`config.mk`:
```
export PLATFORM = sky130hd
export DESIGN_NAME = input_debouncer
export DESIGN_NICKNAME = d
export VERILOG_FILES = /design/src/rtl/debounce_pkg.sv /design/src/rtl/sync_2ff.sv /design/src/rtl/input_debouncer.sv
export SDC_FILE = /design/constraint.sdc
export NUM_CORES = 1
export LEC_CHECK = 0
export ABC_AREA = 1
export BUFFER_PORTS_ARGS = -buffer_cell sky130_fd_sc_hd__buf_2
export CAP_MARGIN = 20
export CELL_PAD_IN_SITES_DETAIL_PLACEMENT = 0
export CELL_PAD_IN_SITES_GLOBAL_PLACEMENT = 2
export CORE_MARGIN = 2
export CORE_UTILIZATION = 33
export DETAILED_ROUTE_END_ITERATION = 7
export HOLD_SLACK_MARGIN = 0.15
export PLACE_DENSITY_LB_ADDON = 0.12
export SYNTH_ARGS = -nofsm -noshare
export SYNTH_HDL_FRONTEND = slang
export SYNTH_HIERARCHICAL = 1
export SYNTH_SLANG_ARGS = --single-unit
export TNS_END_PERCENT = 1
```
`constraint.sdc`:
```
create_clock -name Clock -period 1.82 [get_ports Clock]
set_clock_uncertainty 0.2 [all_clocks]
set_input_delay 0.182 -clock Clock [delete_from_list [all_inputs] [get_ports Clock]]
set_output_delay 0.182 -clock Clock [all_outputs]
set_load 0.02 [all_outputs]
```
`src/rtl/debounce_pkg.sv`:
```
// Shared types and limits for the switch debouncer.
// Latency: none, since this file holds declarations only.
// Backpressure: none; no handshake is involved.
package debounce_pkg;

  // Qualification FSM. The *_CHK states count consecutive samples at the
  // candidate level before that level is accepted.
  typedef enum logic [1:0] {
    LOW      = 2'd0,
    LOW_CHK  = 2'd1,
    HIGH     = 2'd2,
    HIGH_CHK = 2'd3
  } db_state_t;

  // Smallest stable-sample count that still filters a single-sample glitch.
  localparam int DB_MIN_STABLE = 2;

endpackage

```
`src/rtl/sync_2ff.sv`:
```
// Two-flop synchroniser that brings an asynchronous level into the Clock domain.
// Latency: 2 Clock edges from the sampling edge to q.
// Backpressure: none; the input is a free-running level.
//
// Ports: Clock (system clock), R_n (async active-low reset, q forced to 0),
//        d (asynchronous input), q (synchronised output).
module sync_2ff (
  input  logic Clock,
  input  logic R_n,
  input  logic d,
  output logic q
);

  logic s1;

  // s1 may go metastable. Only q is seen by the rest of the design.
  always_ff @(posedge Clock or negedge R_n) begin
    if (!R_n) begin
      s1 <= 1'b0;
      q  <= 1'b0;
    end else begin
      s1 <= d;
      q  <= s1;
    end
  end

endmodule

```
`src/rtl/input_debouncer.sv`:
```
// Debounces a raw switch into a clean level w, with one-cycle rise/fall pulses.
// Latency: w and the pulse appear STABLE_CYCLES+1 edges after raw is first sampled.
// Backpressure: none; consumers must sample w, rise and fall every cycle.
//
// Ports: Clock (system clock), R_n (async active-low reset),
//        raw (asynchronous bouncy input), w (debounced level),
//        rise/fall (single-cycle pulses on w 0->1 / 1->0).
module input_debouncer
  import debounce_pkg::*;
#(
  parameter int STABLE_CYCLES = 4,
  parameter int CNT_W         = $clog2(STABLE_CYCLES + 1)
) (
  input  logic Clock,
  input  logic R_n,
  input  logic raw,
  output logic w,
  output logic rise,
  output logic fall
);

  if (STABLE_CYCLES < DB_MIN_STABLE) begin : g_bad_stable
    $error("input_debouncer: STABLE_CYCLES must be at least DB_MIN_STABLE");
  end

  localparam logic [CNT_W-1:0] CNT_ONE  = CNT_W'(1);
  localparam logic [CNT_W-1:0] CNT_LAST = CNT_W'(STABLE_CYCLES - 1);

  logic             s2;
  db_state_t        state;
  logic [CNT_W-1:0] cnt;

  sync_2ff u_sync (
    .Clock (Clock),
    .R_n   (R_n),
    .d     (raw),
    .q     (s2)
  );

  // Entering a *_CHK state counts the first candidate sample, so cnt starts at 1.
  // Acceptance happens on the sample where cnt already equals STABLE_CYCLES-1,
  // which is the STABLE_CYCLES-th consecutive sample. A reversal is checked
  // before completion, so a count can never complete on an opposite sample.
  always_ff @(posedge Clock or negedge R_n) begin
    if (!R_n) begin
      state <= LOW;
      cnt   <= '0;
      w     <= 1'b0;
      rise  <= 1'b0;
      fall  <= 1'b0;
    end else begin
      rise <= 1'b0;
      fall <= 1'b0;
      case (state)
        LOW: begin
          if (s2) begin
            state <= LOW_CHK;
            cnt   <= CNT_ONE;
          end
        end
        LOW_CHK: begin
          if (!s2) begin
            state <= LOW;
            cnt   <= '0;
          end else if (cnt == CNT_LAST) begin
            state <= HIGH;
            w     <= 1'b1;
            rise  <= 1'b1;
            cnt   <= '0;
          end else begin
            cnt <= cnt + CNT_ONE;
          end
        end
        HIGH: begin
          if (!s2) begin
            state <= HIGH_CHK;
            cnt   <= CNT_ONE;
          end
        end
        HIGH_CHK: begin
          if (s2) begin
            state <= HIGH;
            cnt   <= '0;
          end else if (cnt == CNT_LAST) begin
            state <= LOW;
            w     <= 1'b0;
            fall  <= 1'b1;
            cnt   <= '0;
          end else begin
            cnt <= cnt + CNT_ONE;
          end
        end
        default: begin
          state <= LOW;
          cnt   <= '0;
        end
      endcase
    end
  end

endmodule
```
Yosys cells after proc, flatten, opt, wreduce, memory -nomap -nowiden
Index checks and enable logic that the tools add are counted.
W data, S select, Z words.
Storage, ports and cells
  register bits: 10
  output and inout port bits: 3
  word-level logic and storage cells: 48
Operators by class
  add/subtract/negate cells: 1
  equal/unequal tests: 12
  multiplexer cells: 23
  reductions and logical operators: 5
Operators with widths (number)
  $mux W3: 5
  $mux W2: 6
  $pmux W3 S4: 1
  $mux W1: 9
  $ne A2 B2 Y1 const B: 4
  $pmux W2 S4: 1
  $reduce_and A5 Y1: 1
  $eq A2 B2 Y1 const B: 2
  $ne A2 B1 Y1 const B: 2
  $reduce_and A4 Y1: 1
  $add A3 B1 Y3 const B: 1
  $eq A3 B2 Y1 const B: 1
  $ne A3 B2 Y1 const B: 1
  $ne A3 B3 Y1 const B: 1
  $eq A2 B1 Y1 const B: 1
  $logic_not A2 Y1: 1
  $pmux W1 S2: 1
  $reduce_and A2 Y1: 1
  $reduce_bool A2 Y1: 1

Longest topological paths before layout
  word-level depth: 4
  depth in mapped cells: 6
  gate-level depth less buffers: 6

Cells and area by module
Netlist, hierarchy kept.
Modules (own cells, without submodules)
  input_debouncer: instances 1, cells each 46, area each 384.1 sq um
  sync_2ff: instances 1, cells each 2, area each 50.0 sq um

Worst setup path before layout
No wires, ideal clock.
  path kind: register to register
  from: register cnt[0]
  to: register w
  setup time: 118 ps
  data arrival time: 861 ps
  required time: 1502 ps
  path slack: 641 ps
  stages on the path, launching flop included: 6
  buffers on the path: 0
  clock period less this slack: 1179 ps
  path through: dfrtp_1 ha_1 nand2_2 nor2_4 nand3_1 nand2_1
On the way
  longest elaborated chain between the ends: 3
RTL lines
  start: declaration: line input_debouncer.sv:31  | logic [CNT_W-1:0] cnt;
  start signal: assignment: line input_debouncer.sv:71  | cnt <= cnt + CNT_ONE;
  start signal: assignment: line input_debouncer.sv:90  | cnt <= cnt + CNT_ONE;
  $eq A3 B2 Y1 (*): line input_debouncer.sv:65, input_debouncer.sv:84
  $ne A2 B2 Y1 (no line)
  $reduce_and A5 Y1 (no line) (*)
  end signal: assignment: line input_debouncer.sv:48  | w <= 1'b0;
  end signal: assignment: line input_debouncer.sv:67  | w <= 1'b1;
  end signal: assignment: line input_debouncer.sv:86  | w <= 1'b0;
  end: declaration: line input_debouncer.sv:17  | output logic w,
Mark *: on every way between the ends. The rest lies on a longest branch, timed or not.
A chain may end at the register's enable or synchronous reset.

==> flow_summary_export.csv <==
group,metric,value,unit
outcome,status,"finished, final reports clean",
yosys,avgSynthCellArea,9.05,µm²
global_routing,grt.total_usage,14.0,%
sta,hold_ws,0.159,ns
power_and_ir_drop,p_leak,0.293,nW
setup_path,cp_common_cell,"dlygate4sd3_1",
floorplan,die_area,1620,µm²
cells_and_area,post_route_cells_drive_above_1_share,26.7,%
cts,holdBufCountCts,3,
setup_path,worstPathRequired,2.01,ns
sta,setup_violations,0,
placement,detailed_place_hpwl,576,µm
yosys,ys_seq_area_share,57.6,%
cells_and_area,diodes,0,
yosys,syn_area,434,µm²
cts,cts_resized,0,
setup_path,path_class,"in -> async",
floorplan,io_pins,6,
sta,slew_headroom,70.0,%
yosys,syn_nets,52,
setup_path,critical_path.endpoint_type,"asynchronous set/reset pin",
power_and_ir_drop,irDropWorstVdd,556,µV
sta,hold_viol,0,
detailed_routing,dr.pass1.iters,4,
sta,slew_viol_final,0,
detailed_routing,drtIter0Drc,3,
cts,cts_setup_buffers,0,
detailed_routing,ant_nets,0,
cts,clkSlewWorstSetupHoldPaths,0.06,ns
sta,worst_slew_pin_slew,0.448,ns
detailed_routing,wirelength,821,µm
yosys,synth_edf_count,0,
sta,rsz0062_at_grt,"false",
power_and_ir_drop,power_density,1420,nW/µm²
global_routing,antenna_found_initial,0,
yosys,synth_area_leaders,"dfrtp_1 58%, nand2_1 11%, nand3_1 5.8%",
yosys,synth_flop_cell,"dfrtp_1",
yosys,synth.yosys.warnings,6,
placement,place.gp.congestion,0.764,
cts,cts_sinks,10,
cells_and_area,num-nets-final,65,
cells_and_area,stdcell_count,75,
sta,fmax,695,MHz
detailed_routing,drcViolationCount,0,
cts,cts_tree,"yes",
setup_path,crit_slowest_cell,"dlygate4sd3_1",
detailed_routing,vias_per_cell,4.51,
yosys,yosys_register_bits,10,
sta,finalCriticalPeriod,1.44,ns
floorplan,dieHeight,40.3,µm
yosys,synth_most_common_cell,"nand2_1",
cts,clock_latency,0.26,ns
yosys,syn_inst,48,
global_routing,grt_pass1_wl,1380,µm
setup_path,path_max_fanout,10,
setup_path,path_cells,"dlygate4sd3_1, buf_2, dlygate4sd3_1",
yosys,synthTopCellsByCount,"13 x nand2_1, 10 x dfrtp_1, 5 x nand3_1, 4 x inv_1",
setup_path,path_buf_inv,3,
cts,cts_buffer_depth,2,
floorplan,initial_core_util,34.2,%
hold_path,min-delay-path-class,"reg -> reg",
sta,tns,0,ns
yosys,synthArstFlopShare,100,%
cells_and_area,nFillCells,132,
setup_path,cp.arrival,1.63,ns
cells_and_area,areaGrowthSynthToFinish,25.4,%
cts,numCtsBuffers,3,
global_routing,grt_pass1_vias,321,
floorplan,die_width,40.3,µm
setup_path,path_delay_family,"buffers and inverters",
placement,numPortBuffers,5,
placement,placed_cells,68,
setup_path,critPathLaunchType,"input pin",
placement,placed_cell_area,478,µm²
global_routing,overflow,0,
placement,dpl_worst_slack,0.560,ns
flow_run,max_cap_violations,0,
sta,fin_ws,0.381,ns
floorplan,row_count,13,
detailed_routing,vias,338,
sta,post-route-period-util,79.1,%
yosys,synth_top_area_share,57.6,%
cells_and_area,fin_area,544,µm²
cts,clockRootBuffer,"clkbuf_4",
yosys,yosys.area.top_type,"dfrtp_1",
cts,cts_max_level,1,
detailed_routing,wl_per_cell,10.9,µm
global_routing,grt_start_max_net_pins,11,
floorplan,core-area,1270,µm²
setup_path,slowest_delay,0.82,ns
yosys,ys_types,13,
-- stage by stage --
stage	util, %	power, mW
3_3_place_gp	37.7	0.565
2_1_floorplan	-	0.507
4_1_cts	42.9	0.781
6_report	42.9	0.770
5_1_grt	42.9	0.836
3_5_place_dp	37.7	0.573
-- per-layer routing --
metal  vias up  global-route usage [%]  wire length [µm]
li1        173                       -                 -
met1       160                    16.9               377
met2         5                    21.8               414
met3         0                    5.00                29
met4         0                    7.50                 0
met5         -                       0                 0
-- report_power, final --
part | internal (mW) | leakage, nW | switching [mW]
logic | 0.0913 | 0.146 | 0.150
registers | 0.280 | 0.127 | 0.0518
clock network | 0.121 | 0.0210 | 0.0756
-- area by class of cell --
type / instances / area, µm² / area share [%]
clock buffer: 4 / 36.3 / 6.67
inverter: 7 / 26.3 / 4.83
multi-input combinational: 31 / 158 / 29.0
sequential: 10 / 250 / 46.0
tap: 15 / 18.8 / 3.45
timing repair buffer: 8 / 55.1 / 10.1
-- flip-flops by register name, indices dropped and copies added (netlist names), named ones only --
name,cells
w,1
cnt,3
fall,1
u_sync/q,1
rise,1
state,1
u_sync/s1,1
-- final timing paths --
check                               startpoint                         end  slack [ns]  cells past startpoint
setup reg to reg            cnt[0]$_DFFE_PN0P_               w$_DFFE_PN0P_        0.54                      5
max in group Clock          cnt[0]$_DFFE_PN0P_               w$_DFFE_PN0P_        0.54                      5
hold / removal             u_sync/s1$_DFF_PN0_          u_sync/q$_DFF_PN0_        0.16                      0
min in group asynchronous                  R_n  asynchronous set/reset pin        0.73                      3
hold reg to reg            u_sync/s1$_DFF_PN0_          u_sync/q$_DFF_PN0_        0.16                      0
setup / recovery                           R_n          u_sync/q$_DFF_PN0_        0.38                      3
-- cell usage in the layout, fill, tap and decap left out, drive strengths merged --
| cell | count |
|---|---|
| buf | 5 |
| clkbuf | 4 |
| dfrtp | 10 |
| dlygate4sd3 | 3 |
| ha | 1 |
| inv | 7 |
| nand2 | 16 |
| nand3 | 5 |
| nand3b | 2 |
| nor2 | 4 |
| nor3 | 1 |
| o21ai | 2 |
-- worst reg2reg max path, stage by stage, from the launching register on --
cell and delay (ns):
dfrtp_1 0.40, ha_1 0.23, nand2_2 0.13, nor2_4 0.06, nand3_1 0.09, nand2_1 0.06
-- cells by family (layout without fill, tap and decap cells) --
kind of cell               after synthesis  after routing  synth area share, %
adders and majority gates                1              1                 2.88
AOI/OAI and AO/OA                        2              2                 2.30
DFF                                     10             10                 57.6
buffers and inverters                    7             19                 6.05
and+or+nand+nor                         28             28                 31.1
Note: power is estimated with default switching activity, not from simulation.
